### config.mk
export PLATFORM = sky130hd
export DESIGN_NAME = tx_pkt_arbiter
export DESIGN_NICKNAME = d
export VERILOG_FILES = /design/src/rtl/tx_pkt_arbiter.sv
export SDC_FILE = /design/constraint.sdc
export NUM_CORES = 1
export LEC_CHECK = 0
export ABC_AREA = 1
export CAP_MARGIN = 20
export CELL_PAD_IN_SITES_DETAIL_PLACEMENT = 1
export CELL_PAD_IN_SITES_GLOBAL_PLACEMENT = 1
export CORE_MARGIN = 5
export CORE_UTILIZATION = 32
export CTS_BUF_LIST = sky130_fd_sc_hd__clkbuf_2
export CTS_CLUSTER_DIAMETER = 30
export DETAILED_ROUTE_END_ITERATION = 7
export PLACE_DENSITY = 0.84
export SLEW_MARGIN = 10
export SYNTH_ARGS = -nofsm -noshare
export SYNTH_HDL_FRONTEND = slang
export SYNTH_SLANG_ARGS = --single-unit
### constraint.sdc
create_clock -name sys_clk -period 1.9 [get_ports sys_clk]
set_input_delay 0.38 -clock sys_clk [delete_from_list [all_inputs] [get_ports sys_clk]]
set_output_delay 0.38 -clock sys_clk [all_outputs]
set_load 0.005 [all_outputs]
### src/rtl/tx_pkt_arbiter.sv
`default_nettype none
// ============================================================================
// Module   : tx_pkt_arbiter
// Purpose  : Packet-level round-robin arbiter that shares the TSE transmit
//            Avalon-ST port between two frame sources. Grants are held for
//            whole packets. A beat watchdog truncates runaway frames with an
//            error-flagged EOP and then drains the offending source.
// Revision : 1.0 - initial release
// ============================================================================
module tx_pkt_arbiter #(
  parameter int DATA_W    = 32,
  parameter int EMPTY_W   = 2,
  parameter int MAX_BEATS = 380,  // must not exceed 511 (9-bit beat counter)
  parameter int CNT_W     = 16
) (
  input  logic               sys_clk,
  input  logic               core_reset_n,
  input  logic [DATA_W-1:0]  in0_data,
  input  logic [EMPTY_W-1:0] in0_empty,
  input  logic               in0_valid,
  input  logic               in0_sop,
  input  logic               in0_eop,
  output logic               in0_ready,
  input  logic [DATA_W-1:0]  in1_data,
  input  logic [EMPTY_W-1:0] in1_empty,
  input  logic               in1_valid,
  input  logic               in1_sop,
  input  logic               in1_eop,
  output logic               in1_ready,
  output logic [DATA_W-1:0]  out_data,
  output logic [EMPTY_W-1:0] out_empty,
  output logic               out_valid,
  output logic               out_sop,
  output logic               out_eop,
  output logic               out_error,
  input  logic               out_ready,
  output logic [1:0]         grant,
  output logic               busy,
  output logic [CNT_W-1:0]   pkt_cnt0,
  output logic [CNT_W-1:0]   pkt_cnt1,
  output logic [CNT_W-1:0]   trunc_cnt,
  output logic [CNT_W-1:0]   frame_err_cnt
);

  typedef enum logic [1:0] {
    ST_IDLE  = 2'd0,
    ST_PASS  = 2'd1,
    ST_DRAIN = 2'd2
  } state_t;

  // Index of the last beat allowed before the watchdog forces an EOP.
  localparam logic [8:0] c_last_idx = 9'(MAX_BEATS - 1);

  state_t             state_q, state_d;
  logic               g_q, g_d;
  logic               last_g_q, last_g_d;
  logic [8:0]         beat_cnt_q, beat_cnt_d;
  logic [CNT_W-1:0]   pkt_cnt0_q, pkt_cnt0_d;
  logic [CNT_W-1:0]   pkt_cnt1_q, pkt_cnt1_d;
  logic [CNT_W-1:0]   trunc_cnt_q, trunc_cnt_d;
  logic [CNT_W-1:0]   frame_err_cnt_q, frame_err_cnt_d;

  logic [DATA_W-1:0]  sel_data;
  logic [EMPTY_W-1:0] sel_empty;
  logic               sel_valid, sel_sop, sel_eop;
  logic               cand0, cand1, orphan0, orphan1;
  logic               accept, trunc_hit;

  // Saturating add: counters stick at all-ones instead of wrapping.
  function automatic logic [CNT_W-1:0] sat_add(input logic [CNT_W-1:0] v,
                                               input logic [1:0] n);
    logic [CNT_W:0] sum;
    sum = {1'b0, v} + {{(CNT_W-1){1'b0}}, n};
    sat_add = sum[CNT_W] ? {CNT_W{1'b1}} : sum[CNT_W-1:0];
  endfunction

  // Select the currently granted source's beat.
  always_comb begin
    sel_data  = g_q ? in1_data  : in0_data;
    sel_empty = g_q ? in1_empty : in0_empty;
    sel_valid = g_q ? in1_valid : in0_valid;
    sel_sop   = g_q ? in1_sop   : in0_sop;
    sel_eop   = g_q ? in1_eop   : in0_eop;
  end

  // Orphans are gated by reset so no ready leaks out while reset is held.
  assign cand0     = in0_valid & in0_sop;
  assign cand1     = in1_valid & in1_sop;
  assign orphan0   = core_reset_n & in0_valid & ~in0_sop;
  assign orphan1   = core_reset_n & in1_valid & ~in1_sop;
  assign accept    = sel_valid & out_ready;
  assign trunc_hit = sel_valid & ~sel_eop & (beat_cnt_q == c_last_idx);

  // Next-state, grant selection, watchdog and statistics.
  always_comb begin
    state_d         = state_q;
    g_d             = g_q;
    last_g_d        = last_g_q;
    beat_cnt_d      = beat_cnt_q;
    pkt_cnt0_d      = pkt_cnt0_q;
    pkt_cnt1_d      = pkt_cnt1_q;
    trunc_cnt_d     = trunc_cnt_q;
    frame_err_cnt_d = sat_add(frame_err_cnt_q, 2'd0);
    case (state_q)
      ST_IDLE: begin
        frame_err_cnt_d = sat_add(frame_err_cnt_q,
                                  {1'b0, orphan0} + {1'b0, orphan1});
        if (cand0 | cand1) begin
          // On a tie the source that did not send last wins.
          g_d        = (cand0 & cand1) ? ~last_g_q : cand1;
          state_d    = ST_PASS;
          beat_cnt_d = '0;
        end
      end
      ST_PASS: begin
        if (accept) begin
          if (sel_eop) begin
            // A genuine EOP on the watchdog index is still a normal EOP.
            state_d    = ST_IDLE;
            last_g_d   = g_q;
            beat_cnt_d = '0;
            if (g_q) pkt_cnt1_d = sat_add(pkt_cnt1_q, 2'd1);
            else     pkt_cnt0_d = sat_add(pkt_cnt0_q, 2'd1);
          end else if (beat_cnt_q == c_last_idx) begin
            state_d     = ST_DRAIN;
            trunc_cnt_d = sat_add(trunc_cnt_q, 2'd1);
            beat_cnt_d  = beat_cnt_q + 9'd1;
          end else begin
            beat_cnt_d = beat_cnt_q + 9'd1;
          end
        end
      end
      ST_DRAIN: begin
        if (sel_valid & sel_eop) begin
          state_d    = ST_IDLE;
          last_g_d   = g_q;
          beat_cnt_d = '0;
        end
      end
      default: state_d = ST_IDLE;
    endcase
  end

  // Output mux and backpressure routing; everything is zero outside PASS.
  always_comb begin
    out_valid = 1'b0;
    out_sop   = 1'b0;
    out_eop   = 1'b0;
    out_error = 1'b0;
    out_data  = '0;
    out_empty = '0;
    in0_ready = 1'b0;
    in1_ready = 1'b0;
    case (state_q)
      ST_IDLE: begin
        in0_ready = orphan0;
        in1_ready = orphan1;
      end
      ST_PASS: begin
        out_valid = sel_valid;
        out_data  = sel_data;
        out_sop   = sel_sop & (beat_cnt_q == 9'd0);
        if (trunc_hit) begin
          out_eop   = 1'b1;
          out_error = 1'b1;
        end else begin
          out_eop   = sel_eop;
          out_empty = sel_eop ? sel_empty : '0;
        end
        in0_ready = ~g_q & out_ready;
        in1_ready = g_q & out_ready;
      end
      ST_DRAIN: begin
        in0_ready = ~g_q;
        in1_ready = g_q;
      end
      default: ;
    endcase
  end

  assign grant         = (state_q == ST_IDLE) ? 2'b00 : (g_q ? 2'b10 : 2'b01);
  assign busy          = (state_q != ST_IDLE);
  assign pkt_cnt0      = pkt_cnt0_q;
  assign pkt_cnt1      = pkt_cnt1_q;
  assign trunc_cnt     = trunc_cnt_q;
  assign frame_err_cnt = frame_err_cnt_q;

  // State and counter registers; last_g resets to 1 so in0 wins the first tie.
  always_ff @(posedge sys_clk or negedge core_reset_n) begin
    if (!core_reset_n) begin
      state_q         <= ST_IDLE;
      g_q             <= 1'b0;
      last_g_q        <= 1'b1;
      beat_cnt_q      <= '0;
      pkt_cnt0_q      <= '0;
      pkt_cnt1_q      <= '0;
      trunc_cnt_q     <= '0;
      frame_err_cnt_q <= '0;
    end else begin
      state_q         <= state_d;
      g_q             <= g_d;
      last_g_q        <= last_g_d;
      beat_cnt_q      <= beat_cnt_d;
      pkt_cnt0_q      <= pkt_cnt0_d;
      pkt_cnt1_q      <= pkt_cnt1_d;
      trunc_cnt_q     <= trunc_cnt_d;
      frame_err_cnt_q <= frame_err_cnt_d;
    end
  end

endmodule
`default_nettype wire

==> reports/qor.csv <==
metric;value;unit
hpwl;17010;um
synth_async_sr_flop_share;100.0;%
p_total;9.602;mW
peakVddDrop;0.6616;mV
worst_hold_slack;0.2993;ns
cap_violations;0;
core.rowCount;48;
design.die.area;0.02014;sq mm
yosysWarningCount;0;
timing.final.crit_share;138.3;%
clock-sinks;77;
crit_buf_inv;2;
final.setup.worst_slack;-0.7270;ns
timing.critical_path.max_delay_family;simple AND/OR/NAND/NOR gates;
grt_usage;29.54;%
postSynthCellCount;875;
timing.final.max_slew_violations;0;
nNetsFinal;1345;
die_height;141.9;um
violated_checks;setup timing;
worstSetupPathType;flop to output pin;
final_weighted_congestion_in_routability_driven_placement;0.8395;
route.detailed.vias_per_inst;5.562;
globalRouteOverflowTotal;0;
timing.critical_path.mode_cell;sky130_fd_sc_hd__buf_4;
num_vias;8298;
ys_types;36;
antenna_left;0;
layout.core_utilization;62.46;%
instance_count_after_placement_with_tap_cells_included;1329;
global_route_wire_length_before_repair;46730;um
end_kind;output pin;
syn_to_final_growth;92.65;%
timing.critical_path.arrival;2.25;ns
pin_count;184;
dieWidth;141.9;um
setup_repair_after_global_routing_missed_its_margin;yes;
synth.yosys.seq_area_share;34.62;%
worstPathRequired;1.52;ns
master_of_the_slowest_instance_on_the_critical_path;sky130_fd_sc_hd__dfrtp_1;
wl;36760;um
period_minus_slack;2.627;ns
tritoncts_clock_tree;done;
layout-drive-gt1-share;41.23;%
post-route-drc-count;0;
worst_hold_path_type;input port to async pin;
synth.net_count;959;
io_buffers;183;
worstSkewPairLatency;0.64;ns
tightestPinTransition;0.6925;ns
yosys_register_bits;77;
final_cells;1492;
crit_path_max_fanout;2;
power.static_leakage;5.421;nW
grt_antenna_before_repair;1;
first_iteration_detailed_routing_drc_count;529;
clock_skew;0.07090;ns
crit_chain;buf_4, nor2_2, nand3_1, nor4_2, buf_4;
vias_in_the_first_global_route;8518;
post_synth_instance_area;0.005569;sq mm
worst_setup_hold_path_clk_slew;0.29;ns
syn_avg_cell_area;6.365;sq um
relSlewSlack;53.83;%
p_per_area;895.0;mW/mm^2
max_freq;0.3807;GHz
numCtsBuffers;9;
synthFlopType;sky130_fd_sc_hd__dfrtp_1;
critical_path.max_stage_delay;0.50;ns
htree_levels;3;
clk_path_buf_depth;2;
wire_per_inst;24.64;um
synth_enable_flop_cells;0;
setup_viol;117;
detail_route.first_pass.iterations;5;
clock-root-buffer;sky130_fd_sc_hd__clkbuf_2;
critPathLaunchType;flop;
grt_max_degree;48;
fp.coreArea;0.01718;sq mm
floorplan.initialDensity;32.42;%
tns;-36.64;ns
outcome;finished with violations;
hold_violations;0;
==> placed cells by master, fill, tap and decap left out, types with 4 or more instances in the layout <==
master,Yosys,routed
sky130_fd_sc_hd__dfrtp_2,0,25
sky130_fd_sc_hd__nand2_2,7,66
sky130_fd_sc_hd__a21oi_2,0,27
sky130_fd_sc_hd__nand3_2,0,15
sky130_fd_sc_hd__nor2_4,8,21
sky130_fd_sc_hd__buf_16,0,8
sky130_fd_sc_hd__o21bai_1,5,5
sky130_fd_sc_hd__xor2_1,14,13
sky130_fd_sc_hd__nor2_1,86,71
sky130_fd_sc_hd__nand2_1,340,247
sky130_fd_sc_hd__o21ai_0,43,18
sky130_fd_sc_hd__buf_12,0,18
sky130_fd_sc_hd__nor3_1,9,8
sky130_fd_sc_hd__nand3_1,82,61
sky130_fd_sc_hd__o21ai_1,3,9
sky130_fd_sc_hd__clkbuf_2,0,10
sky130_fd_sc_hd__nand3_4,0,6
sky130_fd_sc_hd__clkdlybuf4s50_1,0,75
sky130_fd_sc_hd__ha_1,6,4
sky130_fd_sc_hd__nand2_4,1,31
sky130_fd_sc_hd__buf_2,5,37
sky130_fd_sc_hd__nand4_1,21,21
sky130_fd_sc_hd__nand2_8,0,4
sky130_fd_sc_hd__dfrtp_1,76,51
sky130_fd_sc_hd__inv_1,88,83
sky130_fd_sc_hd__a21oi_4,0,7
sky130_fd_sc_hd__inv_2,4,5
sky130_fd_sc_hd__dlygate4sd2_1,0,63
sky130_fd_sc_hd__nand3b_1,4,4
sky130_fd_sc_hd__buf_6,4,51
sky130_fd_sc_hd__buf_4,2,134
sky130_fd_sc_hd__o21ai_2,1,18
sky130_fd_sc_hd__nor2_2,4,7
==> layout make-up <==
cell class / count / area (sq um)
fill: 2068 / 6447
multi-input combinational: 686 / 4220
timing repair buffer: 393 / 3744
sequential: 77 / 1959
inverter: 93 / 379.1
tap: 225 / 281.5
clock inverter: 7 / 90.09
clock buffer: 9 / 45.04
timing repair inverter: 1 / 7.507
antenna: 1 / 2.502
==> sequential cells by signal, summed over array words and instances, names as in the netlist <==
| signal | cells |
|---|---|
| state_q | 2 |
| last_g_q | 1 |
| pkt_cnt0 | 16 |
| beat_cnt_q | 9 |
| g_q | 1 |
| pkt_cnt1 | 16 |
| trunc_cnt | 16 |
| frame_err_cnt | 16 |
==> layer usage <==
metal | wire length (um) | share of wire [%] | track usage [%] | vias up
li1 | - | - | - | 3588
met3 | 2486 | 6.8 | 5.325 | 199
met1 | 13080 | 36 | 32.48 | 4067
met2 | 18310 | 50 | 53.47 | 444
met4 | 2880 | 7.8 | 16.57 | 0
met5 | 0 | 0 | 0 | -
==> where the power goes <==
group | internal, mW | total, mW | switching [mW]
Sequential | 1.81 | 1.96 | 0.153
Clock | 0.429 | 1.14 | 0.710
Combinational | 3.15 | 6.50 | 3.35
==> worst min-delay path, stage by stage <==
cell                            delay [ns]
sky130_fd_sc_hd__buf_4                0.09
sky130_fd_sc_hd__dlygate4sd3_1        0.53
sky130_fd_sc_hd__buf_4                0.38
==> timing repair <==
item	4_1_cts	5_1_grt
cloned	16	1
endpoints found under the setup margin	176	120
pin swaps	62	65
gates resized for setup	429	218
hold buffers	1	0
hold endpoints to repair	30	0
buffers inserted	109	30
==> through the flow <==
stage	instance area, sq um	setup WS (ns)
floorplan	5569	0.02646
global placement	8123	-0.6533
detailed placement	8123	-0.7640
CTS	9943	-0.5358
global route	10730	-0.8974
finish	10730	-0.7270
==> synth_stat cells, types with 4 or more instances <==
master	count	area (sq um)
sky130_fd_sc_hd__nand3b_1	4	30.03
sky130_fd_sc_hd__xor2_1	14	122.6
sky130_fd_sc_hd__o21ai_0	43	215.2
sky130_fd_sc_hd__dfrtp_1	76	1902
sky130_fd_sc_hd__inv_2	4	15.01
sky130_fd_sc_hd__inv_1	88	330.3
sky130_fd_sc_hd__nand2_1	340	1276
sky130_fd_sc_hd__nand4_1	21	131.4
sky130_fd_sc_hd__nand2_2	7	43.79
sky130_fd_sc_hd__nor3_1	9	45.04
sky130_fd_sc_hd__nor2_1	86	322.8
sky130_fd_sc_hd__buf_1	7	26.28
sky130_fd_sc_hd__nand3_1	82	410.4
sky130_fd_sc_hd__o21bai_1	5	37.54
sky130_fd_sc_hd__buf_2	5	25.02
sky130_fd_sc_hd__nor2_2	4	25.02
sky130_fd_sc_hd__buf_6	4	45.04
sky130_fd_sc_hd__ha_1	6	75.07
sky130_fd_sc_hd__nor2_4	8	90.09
sky130_fd_sc_hd__a21oi_1	36	180.2
==> path summary, 6_finish.rpt <==
check | slack, ns | to | start | depth (start not counted)
max | -0.73 | out_sop | state_q[1] | 5
min | 0.30 | trunc_cnt[1] | core_reset_n | 3
max reg2reg | -0.37 | frame_err_cnt[15] | state_q[0] | 12
min reg2reg | 0.54 | last_g_q | last_g_q | 2
max in group asynchronous | 0.48 | trunc_cnt[7] | core_reset_n | 4
min in group sys_clk | 0.54 | last_g_q | last_g_q | 2
==> logic make-up (layout without fill, tap and decap cells) <==
family	count (synthesis)	after routing	share of synthesized area, %
AO/OA/AOI/OAI	91	91	8.627
flip-flops	77	77	34.62
AND/OR/NAND/NOR	569	571	43.86
adder cells (fa/ha/maj)	7	7	1.707
XOR/XNOR	17	17	2.674
other	0	1	0
buffers and inverters	114	503	8.515
(Power assumes the default switching activity.)
